File: src/rtl/uart_reg_writer_pkg.sv
// Shared types and constants for the UART register-write command path.
package uart_reg_writer_pkg;

    localparam int unsigned FRAME_LEN = 4;
    localparam logic [7:0]  SYNC_BYTE = 8'hA5;

    typedef enum logic [$clog2(FRAME_LEN)-1:0] {
        S_SYNC,
        S_ADDR,
        S_DATA,
        S_CHK
    } frame_state_t;

    typedef enum logic [1:0] {
        RX_IDLE,
        RX_START,
        RX_BITS,
        RX_STOP
    } rx_state_t;

    function automatic logic [7:0] frame_sum(input logic [7:0] a, input logic [7:0] d);
        return a + d;
    endfunction

endpackage

File: src/rtl/uart_reg_writer_rx.sv
// 8N1 UART byte receiver: 2-FF synchronizer, mid-bit sampling, LSB-first shift register.
module uart_rx_byte
    import uart_reg_writer_pkg::*;
#(
    parameter int unsigned BIT_DIV = 868
) (
    input  logic       clk,
    input  logic       rst_n,
    input  logic       rx,
    output logic [7:0] rx_byte,
    output logic       byte_valid,
    output logic       frame_err
);

    localparam int unsigned CW = $clog2(BIT_DIV);
    localparam logic [CW-1:0] CNT_FULL = CW'(BIT_DIV - 1);
    localparam logic [CW-1:0] CNT_HALF = CW'(BIT_DIV / 2 - 1);

    rx_state_t     state, state_n;
    logic          rx_meta, rx_sync, rx_prev;
    logic [CW-1:0] cnt, cnt_n;
    logic [2:0]    bit_idx, bit_idx_n;
    logic          shift_en, done_ok, done_bad;

    always_ff @(posedge clk or negedge rst_n) begin
        if (!rst_n) begin
            rx_meta    <= 1'b1;
            rx_sync    <= 1'b1;
            rx_prev    <= 1'b1;
            state      <= RX_IDLE;
            cnt        <= '0;
            bit_idx    <= '0;
            rx_byte    <= '0;
            byte_valid <= 1'b0;
            frame_err  <= 1'b0;
        end else begin
            rx_meta    <= rx;
            rx_sync    <= rx_meta;
            rx_prev    <= rx_sync;
            state      <= state_n;
            cnt        <= cnt_n;
            bit_idx    <= bit_idx_n;
            byte_valid <= done_ok;
            frame_err  <= done_bad;
            if (shift_en) begin
                rx_byte <= {rx_sync, rx_byte[7:1]};
            end
        end
    end

    always_comb begin
        state_n   = state;
        cnt_n     = cnt + CW'(1);
        bit_idx_n = bit_idx;
        shift_en  = 1'b0;
        done_ok   = 1'b0;
        done_bad  = 1'b0;
        case (state)
            RX_IDLE: begin
                cnt_n = '0;
                if (rx_prev && !rx_sync) begin
                    state_n = RX_START;
                end
            end
            RX_START: begin
                if (cnt == CNT_HALF) begin
                    cnt_n     = '0;
                    bit_idx_n = '0;
                    // A start bit that reads high at mid-bit was a glitch: drop it silently.
                    state_n   = rx_sync ? RX_IDLE : RX_BITS;
                end
            end
            RX_BITS: begin
                if (cnt == CNT_FULL) begin
                    cnt_n     = '0;
                    shift_en  = 1'b1;
                    bit_idx_n = bit_idx + 3'd1;
                    if (bit_idx == 3'd7) begin
                        state_n = RX_STOP;
                    end
                end
            end
            RX_STOP: begin
                if (cnt == CNT_FULL) begin
                    cnt_n    = '0;
                    done_ok  = rx_sync;
                    done_bad = !rx_sync;
                    state_n  = RX_IDLE;
                end
            end
            default: begin
                state_n = RX_IDLE;
            end
        endcase
    end

endmodule

File: src/rtl/uart_reg_writer.sv
// Frame decoder turning {SYNC, addr, data, chk} UART frames into one-cycle register write strobes.
module uart_reg_writer
    import uart_reg_writer_pkg::*;
#(
    parameter int unsigned CLK_MHZ     = 100,
    parameter int unsigned BAUD        = 115200,
    parameter int unsigned PAR_MAX_VAL = 255,
    parameter int unsigned ADDR_MAX    = 4,
    parameter int unsigned TIMEOUT_US  = 1000
) (
    input  logic                               clk,
    input  logic                               rst_n,
    input  logic                               rx,
    output logic [$clog2(PAR_MAX_VAL+1)-1:0]   data,
    output logic [$clog2(ADDR_MAX+1)-1:0]      addr,
    output logic                               en,
    output logic                               err,
    output logic                               busy
);

    localparam int unsigned BIT_DIV = CLK_MHZ * 1_000_000 / BAUD;
    localparam int unsigned TO_CYC  = TIMEOUT_US * CLK_MHZ;
    localparam int unsigned TO_W    = $clog2(TO_CYC + 1);
    localparam int unsigned DW      = $clog2(PAR_MAX_VAL + 1);
    localparam int unsigned AW      = $clog2(ADDR_MAX + 1);
    localparam logic [7:0]  ADDR_LIM = 8'(ADDR_MAX);
    localparam logic [7:0]  DATA_LIM = 8'(PAR_MAX_VAL);
    localparam logic [TO_W-1:0] TO_LAST = TO_W'(TO_CYC - 1);

    frame_state_t    state, state_n;
    logic [7:0]      rx_byte;
    logic            byte_valid, frame_err;
    logic [7:0]      addr_tmp, data_tmp;
    logic [TO_W-1:0] to_cnt;
    logic            timeout, chk_ok;
    logic            take_addr, take_data, commit, err_n;

    uart_rx_byte #(
        .BIT_DIV(BIT_DIV)
    ) u_rx (
        .clk       (clk),
        .rst_n     (rst_n),
        .rx        (rx),
        .rx_byte   (rx_byte),
        .byte_valid(byte_valid),
        .frame_err (frame_err)
    );

    assign busy    = (state != S_SYNC);
    assign timeout = busy && (to_cnt == TO_LAST);
    assign chk_ok  = (rx_byte == frame_sum(addr_tmp, data_tmp))
                  && (addr_tmp <= ADDR_LIM) && (data_tmp <= DATA_LIM);

    always_ff @(posedge clk or negedge rst_n) begin
        if (!rst_n) begin
            state    <= S_SYNC;
            addr_tmp <= '0;
            data_tmp <= '0;
            to_cnt   <= '0;
            addr     <= '0;
            data     <= '0;
            en       <= 1'b0;
            err      <= 1'b0;
        end else begin
            state <= state_n;
            en    <= commit;
            err   <= err_n;
            if (take_addr) begin
                addr_tmp <= rx_byte;
            end
            if (take_data) begin
                data_tmp <= rx_byte;
            end
            if (commit) begin
                addr <= addr_tmp[AW-1:0];
                data <= data_tmp[DW-1:0];
            end
            if (byte_valid || !busy) begin
                to_cnt <= '0;
            end else begin
                to_cnt <= to_cnt + TO_W'(1);
            end
        end
    end

    // byte_valid takes priority over a coincident timeout; a framing error yields one err pulse.
    always_comb begin
        state_n   = state;
        take_addr = 1'b0;
        take_data = 1'b0;
        commit    = 1'b0;
        err_n     = frame_err;
        if (byte_valid) begin
            case (state)
                S_SYNC: begin
                    if (rx_byte == SYNC_BYTE) begin
                        state_n = S_ADDR;
                    end
                end
                S_ADDR: begin
                    take_addr = 1'b1;
                    state_n   = S_DATA;
                end
                S_DATA: begin
                    take_data = 1'b1;
                    state_n   = S_CHK;
                end
                S_CHK: begin
                    commit  = chk_ok;
                    err_n   = !chk_ok;
                    state_n = S_SYNC;
                end
                default: begin
                    state_n = S_SYNC;
                end
            endcase
        end else if (frame_err || timeout) begin
            err_n   = 1'b1;
            state_n = S_SYNC;
        end
    end

endmodule

File: config.mk
export PLATFORM = sky130hd
export DESIGN_NAME = uart_reg_writer
export DESIGN_NICKNAME = d
export VERILOG_FILES = /design/src/rtl/uart_reg_writer_pkg.sv /design/src/rtl/uart_reg_writer_rx.sv /design/src/rtl/uart_reg_writer.sv
export SDC_FILE = /design/constraint.sdc
export NUM_CORES = 1
export LEC_CHECK = 0
export ABC_AREA = 1
export CAP_MARGIN = 20
export CORE_MARGIN = 2
export CORE_UTILIZATION = 40
export DETAILED_ROUTE_END_ITERATION = 12
export GPL_ROUTABILITY_DRIVEN = 1
export PLACE_DENSITY_LB_ADDON = 0.15
export SLEW_MARGIN = 25
export SYNTH_ARGS = -nofsm -noshare
export SYNTH_HDL_FRONTEND = slang
export SYNTH_SLANG_ARGS = --single-unit
export TNS_END_PERCENT = 20
File: constraint.sdc
create_clock -name clk -period 2.3 [get_ports clk]
set_clock_uncertainty 0.1 [all_clocks]
set_input_delay 0.69 -clock clk [delete_from_list [all_inputs] [get_ports clk]]
set_output_delay 0.69 -clock clk [all_outputs]
set_load 0.005 [all_outputs]
# Yosys cells after proc, flatten, opt, wreduce, memory -nomap -nowiden
# Cells that the tools add are included.
word_totals:
  register_bits: 76
  input_bits: 3
  out_inout_bits: 14
classes:
  addsub: 4
  magnitude_cmp: 2
  eq_ne: 18
  muxes: 33
  n_reduce_logical: 18
ops:
  columns: ["cell", "n"]
  rows:
  - ["10-bit case mux with 3 select lines", 1]
  - ["10-bit 2-to-1 mux", 2]
  - ["2-bit 2-to-1 mux", 9]
  - ["17-bit by 1-bit adder with 17-bit output, second input constant", 1]
  - ["17-bit == test, second input constant", 1]
  - ["17-bit 2-to-1 mux", 1]
  - ["2-bit case mux with 4 select lines", 2]
  - ["1-bit 2-to-1 mux", 15]
  - ["10-bit by 1-bit adder with 10-bit output, second input constant", 1]
  - ["10-bit == test, second input constant", 1]
  - ["10-bit by 9-bit == test with 1-bit output, second input constant", 1]
  - ["2-bit by 1-bit inequality test with 1-bit output, second input constant", 5]
  - ["8-bit adder", 1]
  - ["2-bit == test, second input constant", 4]
  - ["8-bit == test", 1]
  - ["8-bit == test, second input constant", 1]
  - ["8-bit by 3-bit less-or-equal comparator with 1-bit output, second input constant", 1]
  - ["8-bit less-or-equal comparator, second input constant", 1]
  - ["3-bit 2-to-1 mux", 2]
  - ["3-bit case mux with 2 select lines", 1]
  - ["2-bit nonzero test", 3]
  - ["5-bit AND reduction", 1]
  - ["2-bit by 1-bit == test with 1-bit output, second input constant", 2]
  - ["1-bit logical AND", 4]
  - ["9 further kinds", 13]

# Depth between registers and ports, before layout
logic_depth:
  depth_word: 7
  ltp_mapped: 15
  mapped_depth_nobuf: 15

# Hierarchy
# Synthesis repeated with hierarchy kept, for this count alone.
unflattened:
  hier_cells: 511
  area_unflattened_um2: 4199.0
by_module_without_submodules:
  columns: ["module", "instances", "cells_each", "area_each_um2", "seq_area_each_um2"]
  rows:
  - ["uart_reg_writer", 1, 366, 2836.5, 1201.2]
  - ["uart_rx_byte", 1, 145, 1362.6, 704.4]

# Worst setup path before layout
# Ideal clock, no wire load.
synth_path:
  kind: "flip-flop to flip-flop"
  start: "register addr_tmp[0]"
  end: "register addr[1]"
  arrival_time_ns: 1.987
  t_required_ns: 2.135
  path_slack_ns: 0.148
  stages_incl_launch_ff: 14
  n_path_buf: 1
  cell_sequence: "dfrtp_1 > ha_1 > fa_1 > inv_1 > nand2_1 > nand2_1 > a21oi_1 > nand3_1 > nor2_2 > nand2_2 > nor2_4 > buf_6 > nand4_1 > nand2_1"
synth_between:
  elab_chain_cells: 6
  elab_cells_between_ends: 7
synth_rtl:
  columns: ["item", "line", "rtl"]
  rows:
  - ["from (decl)", "uart_reg_writer.sv:33", "logic [7:0] addr_tmp, data_tmp;"]
  - ["from (signal assigned)", "uart_reg_writer.sv:69", "addr_tmp <= rx_byte;"]
  - ["8-bit adder", "uart_reg_writer_pkg.sv:22", "return a + d;"]
  - ["8-bit == test", "uart_reg_writer.sv:51", "assign chk_ok = (rx_byte == frame_sum(addr_tmp, data_tmp))"]
  - ["1-bit logical AND (*) (2 in series)", "uart_reg_writer.sv:52", "&& (addr_tmp <= ADDR_LIM) && (data_tmp <= DATA_LIM);"]
  - ["1-bit 2-to-1 mux (*)", "uart_reg_writer.sv:94", "case (state)"]
  - ["1-bit 2-to-1 mux (*)", "uart_reg_writer.sv:93", "if (byte_valid) begin"]
  - ["to (signal assigned)", "uart_reg_writer.sv:75", "addr <= addr_tmp[AW-1:0];"]
  - ["to (decl)", "uart_reg_writer.sv:15", "output logic [$clog2(ADDR_MAX+1)-1:0] addr,"]
# Every way passes the cells marked *; elsewhere a longest branch is shown, timed or not.
# A chain may end at the register's enable or synchronous reset.

# Worst setup path in the final report
layout_path:
  start: "register addr_tmp[0]"
  end: "register err"
layout_between:
  elab_chain_cells: 7
  elab_cells_between_ends: 8
layout_rtl:
  columns: ["item", "line", "rtl"]
  rows:
  - ["8-bit adder", "uart_reg_writer_pkg.sv:22", null]
  - ["8-bit == test", "uart_reg_writer.sv:51", null]
  - ["1-bit logical AND (*) (2 in series)", "uart_reg_writer.sv:52", null]
  - ["1-bit logical NOT (*)", "uart_reg_writer.sv:110", "err_n = !chk_ok;"]
  - ["1-bit 2-to-1 mux (*)", "uart_reg_writer.sv:94", null]
  - ["1-bit 2-to-1 mux (*)", "uart_reg_writer.sv:93", null]
  - ["net err_n", "uart_reg_writer.sv:36", "logic take_addr, take_data, commit, err_n;"]
  - ["to (signal assigned)", "uart_reg_writer.sv:67", "err <= err_n;"]
  - ["to (decl)", "uart_reg_writer.sv:17", "output logic err,"]
# The timed path passes the listed nets; every way through them passes the cells marked *.

==> run_results.csv <==
group,metric,value,unit
outcome,outcome,"completed",
synth,synth_seq_cells,76,
pwr,p_sw_share,25.7,%
critical_path,worst-path-buf-inv,1,
floorplanning,io_pins,17,
routing,vias,3235,
synth,synthArstFlopShare,100,%
placed_design,io_buffers,16,
synth,yosysWarnings,0,
floorplanning,core-area,9680,µm²
synth,yosysUniqueCellTypes,35,
sta,layout_worst_path_cycle_share,97.7,%
synth,synth-edff-count,0,
layout,finalNetCount,539,
routing,drt_wl_total,8350,µm
global_routing,grt_use_total,17.4,%
critical_path,path_max_fanout,6,
sta,rsz0062_at_grt,"true",
routing,drtIter0Drc,85,
synth,avgSynthCellArea,8.15,µm²
critical_path,worstSetupStartpointType,"flop",
critical_path,crit_start,"addr_tmp[0]",
critical_path,rr_endpoint,"err",
global_routing,antenna_found_initial,0,
sta,slew_headroom,63.8,%
layout,final_common_cell,"nand2_1",
critical_path,cp_common_cell,"nand2_1",
layout,antennaDiodeCount,0,
sta,hold_ws,0.205,ns
flow_run,max_cap_viol_count,0,
sta,slew_violations,0,
routing,wl_per_cell,12.7,µm
global_routing,grt-ovfl-total,0,
synth,synthCells,485,
critical_path,path_depth,13,
floorplanning,start_util,40.8,%
pwr,clockPowerShare,42.4,%
layout,mostFrequentLayoutCells,"nand2_1 (126), dfrtp_1 (73), inv_1 (48)",
clock_tree,cts-root-buf,"clkbuf_8",
pwr,powerDensity,641,nW/µm²
hold_path,hp-class,"in2async",
clock_tree,clock_sinks,76,
critical_path,r2r_cells,13,
floorplanning,rows,36,
routing,drc,0,
routing,vias_per_cell,4.92,
pwr,seq_power_share,48.2,%
clock_tree,cts_tree,"done",
sta,fmax,445,MHz
synth,synth_fp_nets,505,
layout,drive_above_1_share,13.2,%
clock_tree,clk_latency,0.35,ns
routing,ant_nets,0,
critical_path,worstPathRequired,2.44,ns
placed_design,dpl.hpwl,6030,µm
pwr,vdd_drop_max,0.000339,V
synth,synth.top_cell.area_share,46.2,%
clock_tree,numCtsBuffers,9,
critical_path,cp-end-kind,"flop",
clock_tree,clk_pin_slew_worst_paths,0.08,ns
clock_tree,postCtsHoldBufs,0,
clock_tree,htree_num_levels,3,
placed_design,gp_congestion,0.820,
critical_path,cp_slowest_cell,"fa_1",
critical_path,critical_path_class,"reg2reg",
pwr,comb_power_share,9.4,%
layout,area_growth,17.8,%
critical_path,crit_arrival,2.39,ns
pwr,p_total,0.00299,W
sta,fin_crit,2.25,ns
pwr,power.internal,0.00222,W
sta,finalHoldViolCount,0,
synth,yosysSeqAreaShare,48.2,%
critical_path,reg2reg_from,"addr_tmp[0]",
sta,setup_viol,0,
sta,worstMarginPinSlew,0.542,ns
critical_path,max_stage_delay,0.56,ns
layout,nFillCells,975,
floorplanning,fp.dieW,103,µm
floorplanning,die_h,103,µm
floorplanning,dieArea,10700,µm²
routing,firstDrtPassIters,4,
critical_path,r2r_slack,0.05,ns
global_routing,grt_pass1_wl,14400,µm
synth,synth_area_leaders,"dfrtp_1 (46%), nand2_1 (12%), ha_1 (5.1%)",
critical_path,path_cells,"ha_2 > fa_1 > inv_1 > nand2_1 > nand2_1 > a21oi_2 > nand3_1 > nor2_2 > nand2_2 > nor2_4 > nand2_1 > nand2_1 > nand2_1",
synth,synth-main-ff-cell,"dfrtp_1",
clock_tree,clock_path_buffers,2,
critical_path,crit_family,"adder cells",
layout,final_core_util,48.1,%
critical_path,cp-endpoint,"err",
synth,synth_largest_area_cell,"dfrtp_1",
pwr,switching_power,0.000767,W
pwr,p_leak,2.15,nW
global_routing,grt_pass1_vias,3203,
global_routing,grt_start_max_net_pins,39,
synth,syn_area,3950,µm²
-- synthesized netlist by cell type (all sizes together), types with 3 or more instances --
cell / number
a21oi: 14
a31oi: 3
buf: 5
clkbuf: 4
clkinv: 3
dfrtp: 73
dfstp: 3
ha: 16
inv: 59
nand2: 132
nand3: 25
nand4: 20
nor2: 49
nor3: 8
nor4: 11
o21ai: 41
xnor2: 5
xor2: 6
-- power groups by stage --
stage	clock network, W	logic (W)	registers [W]
global route	0.00135	0.000325	0.00145
detailed placement	0	0.000286	0.00146
finish	0.00127	0.000280	0.00144
CTS	0.00130	0.000286	0.00144
global placement	0	0.000279	0.00146
floorplan	0	0.000199	0.00145
-- logic make-up (layout without fill, tap and decap cells) --
group	count (synthesis)	in the layout	synth area share, %
simple gates	248	250	28.4
xor+xnor	11	11	2.44
fa+ha+maj	17	17	5.57
compound gates	62	62	8.23
buf+inv	71	108	7.22
flops	76	76	48.2
-- worst min-delay path by stage --
| stage | start | endpoint | slack (ns) |
|---|---|---|---|
| finish | rst_n | data[4] | 0.21 |
| global route | rst_n | data[4] | 0.24 |
| CTS | rst_n | data[4] | 0.22 |
| detailed placement | u_rx.rx_meta | u_rx.rx_sync | 0.25 |
| global placement | u_rx.rx_meta | u_rx.rx_sync | 0.25 |
| floorplan | u_rx.rx_meta | u_rx.rx_sync | 0.25 |
-- stage by stage --
step / setup TNS, ns / instance area [µm²] / cells / worst slack, ns
2_1_floorplan: 0 / 3950 / 485 / 0.148
5_1_grt: -1.31 / 4660 / 657 / -0.123
4_1_cts: -0.0649 / 4640 / 657 / -0.0140
3_5_place_dp: -0.483 / 4330 / 637 / -0.0518
6_report: 0 / 4660 / 657 / 0.0524
3_3_place_gp: 0 / 4330 / 637 / 0.0311
-- final cells by class --
cell class | count | area, µm² | share of cell area, %
Clock buffer | 10 | 138 | 2.95
Clock inverter | 6 | 111 | 2.39
Inverter | 62 | 233 | 5.00
Multi-Input combinational cell | 340 | 1830 | 39.3
Sequential cell | 76 | 1910 | 40.9
Tap cell | 133 | 166 | 3.57
Timing Repair Buffer | 30 | 274 | 5.88
-- repair_timing --
item / 4_1_cts / 5_1_grt
pin swaps: 2 / 4
setup endpoints to repair: 13 / 13
gates resized for setup: 8 / 3
gates cloned: 2 / 0
setup buffers: 2 / 0
-- state kept, by name, indices dropped and copies added (netlist names), 2 cells and up, named ones only --
signal / count
data: 8
state: 2
u_rx.cnt: 10
data_tmp: 8
u_rx.bit_idx: 3
u_rx.rx_byte: 8
addr: 3
to_cnt: 17
addr_tmp: 8
-- worst register-to-register path, stage by stage (launching register included) --
cell and delay [ns]:
dfrtp_1 0.39, ha_2 0.20, fa_1 0.56, inv_1 0.06, nand2_1 0.05, nand2_1 0.06, a21oi_2 0.12, nand3_1 0.10
nor2_2 0.10, nand2_2 0.10, nor2_4 0.15, nand2_1 0.07, nand2_1 0.06, nand2_1 0.05
-- per-layer routing --
| metal | global-route usage, % | wire [µm] | vias up |
|---|---|---|---|
| li1 | - | - | 1657 |
| met1 | 23.6 | 4190 | 1527 |
| met2 | 27.6 | 3780 | 40 |
| met3 | 2.69 | 236 | 11 |
| met4 | 7.59 | 144 | 0 |
| met5 | 0 | 0 | - |
No activity file was read; power rests on OpenSTA's default activity.
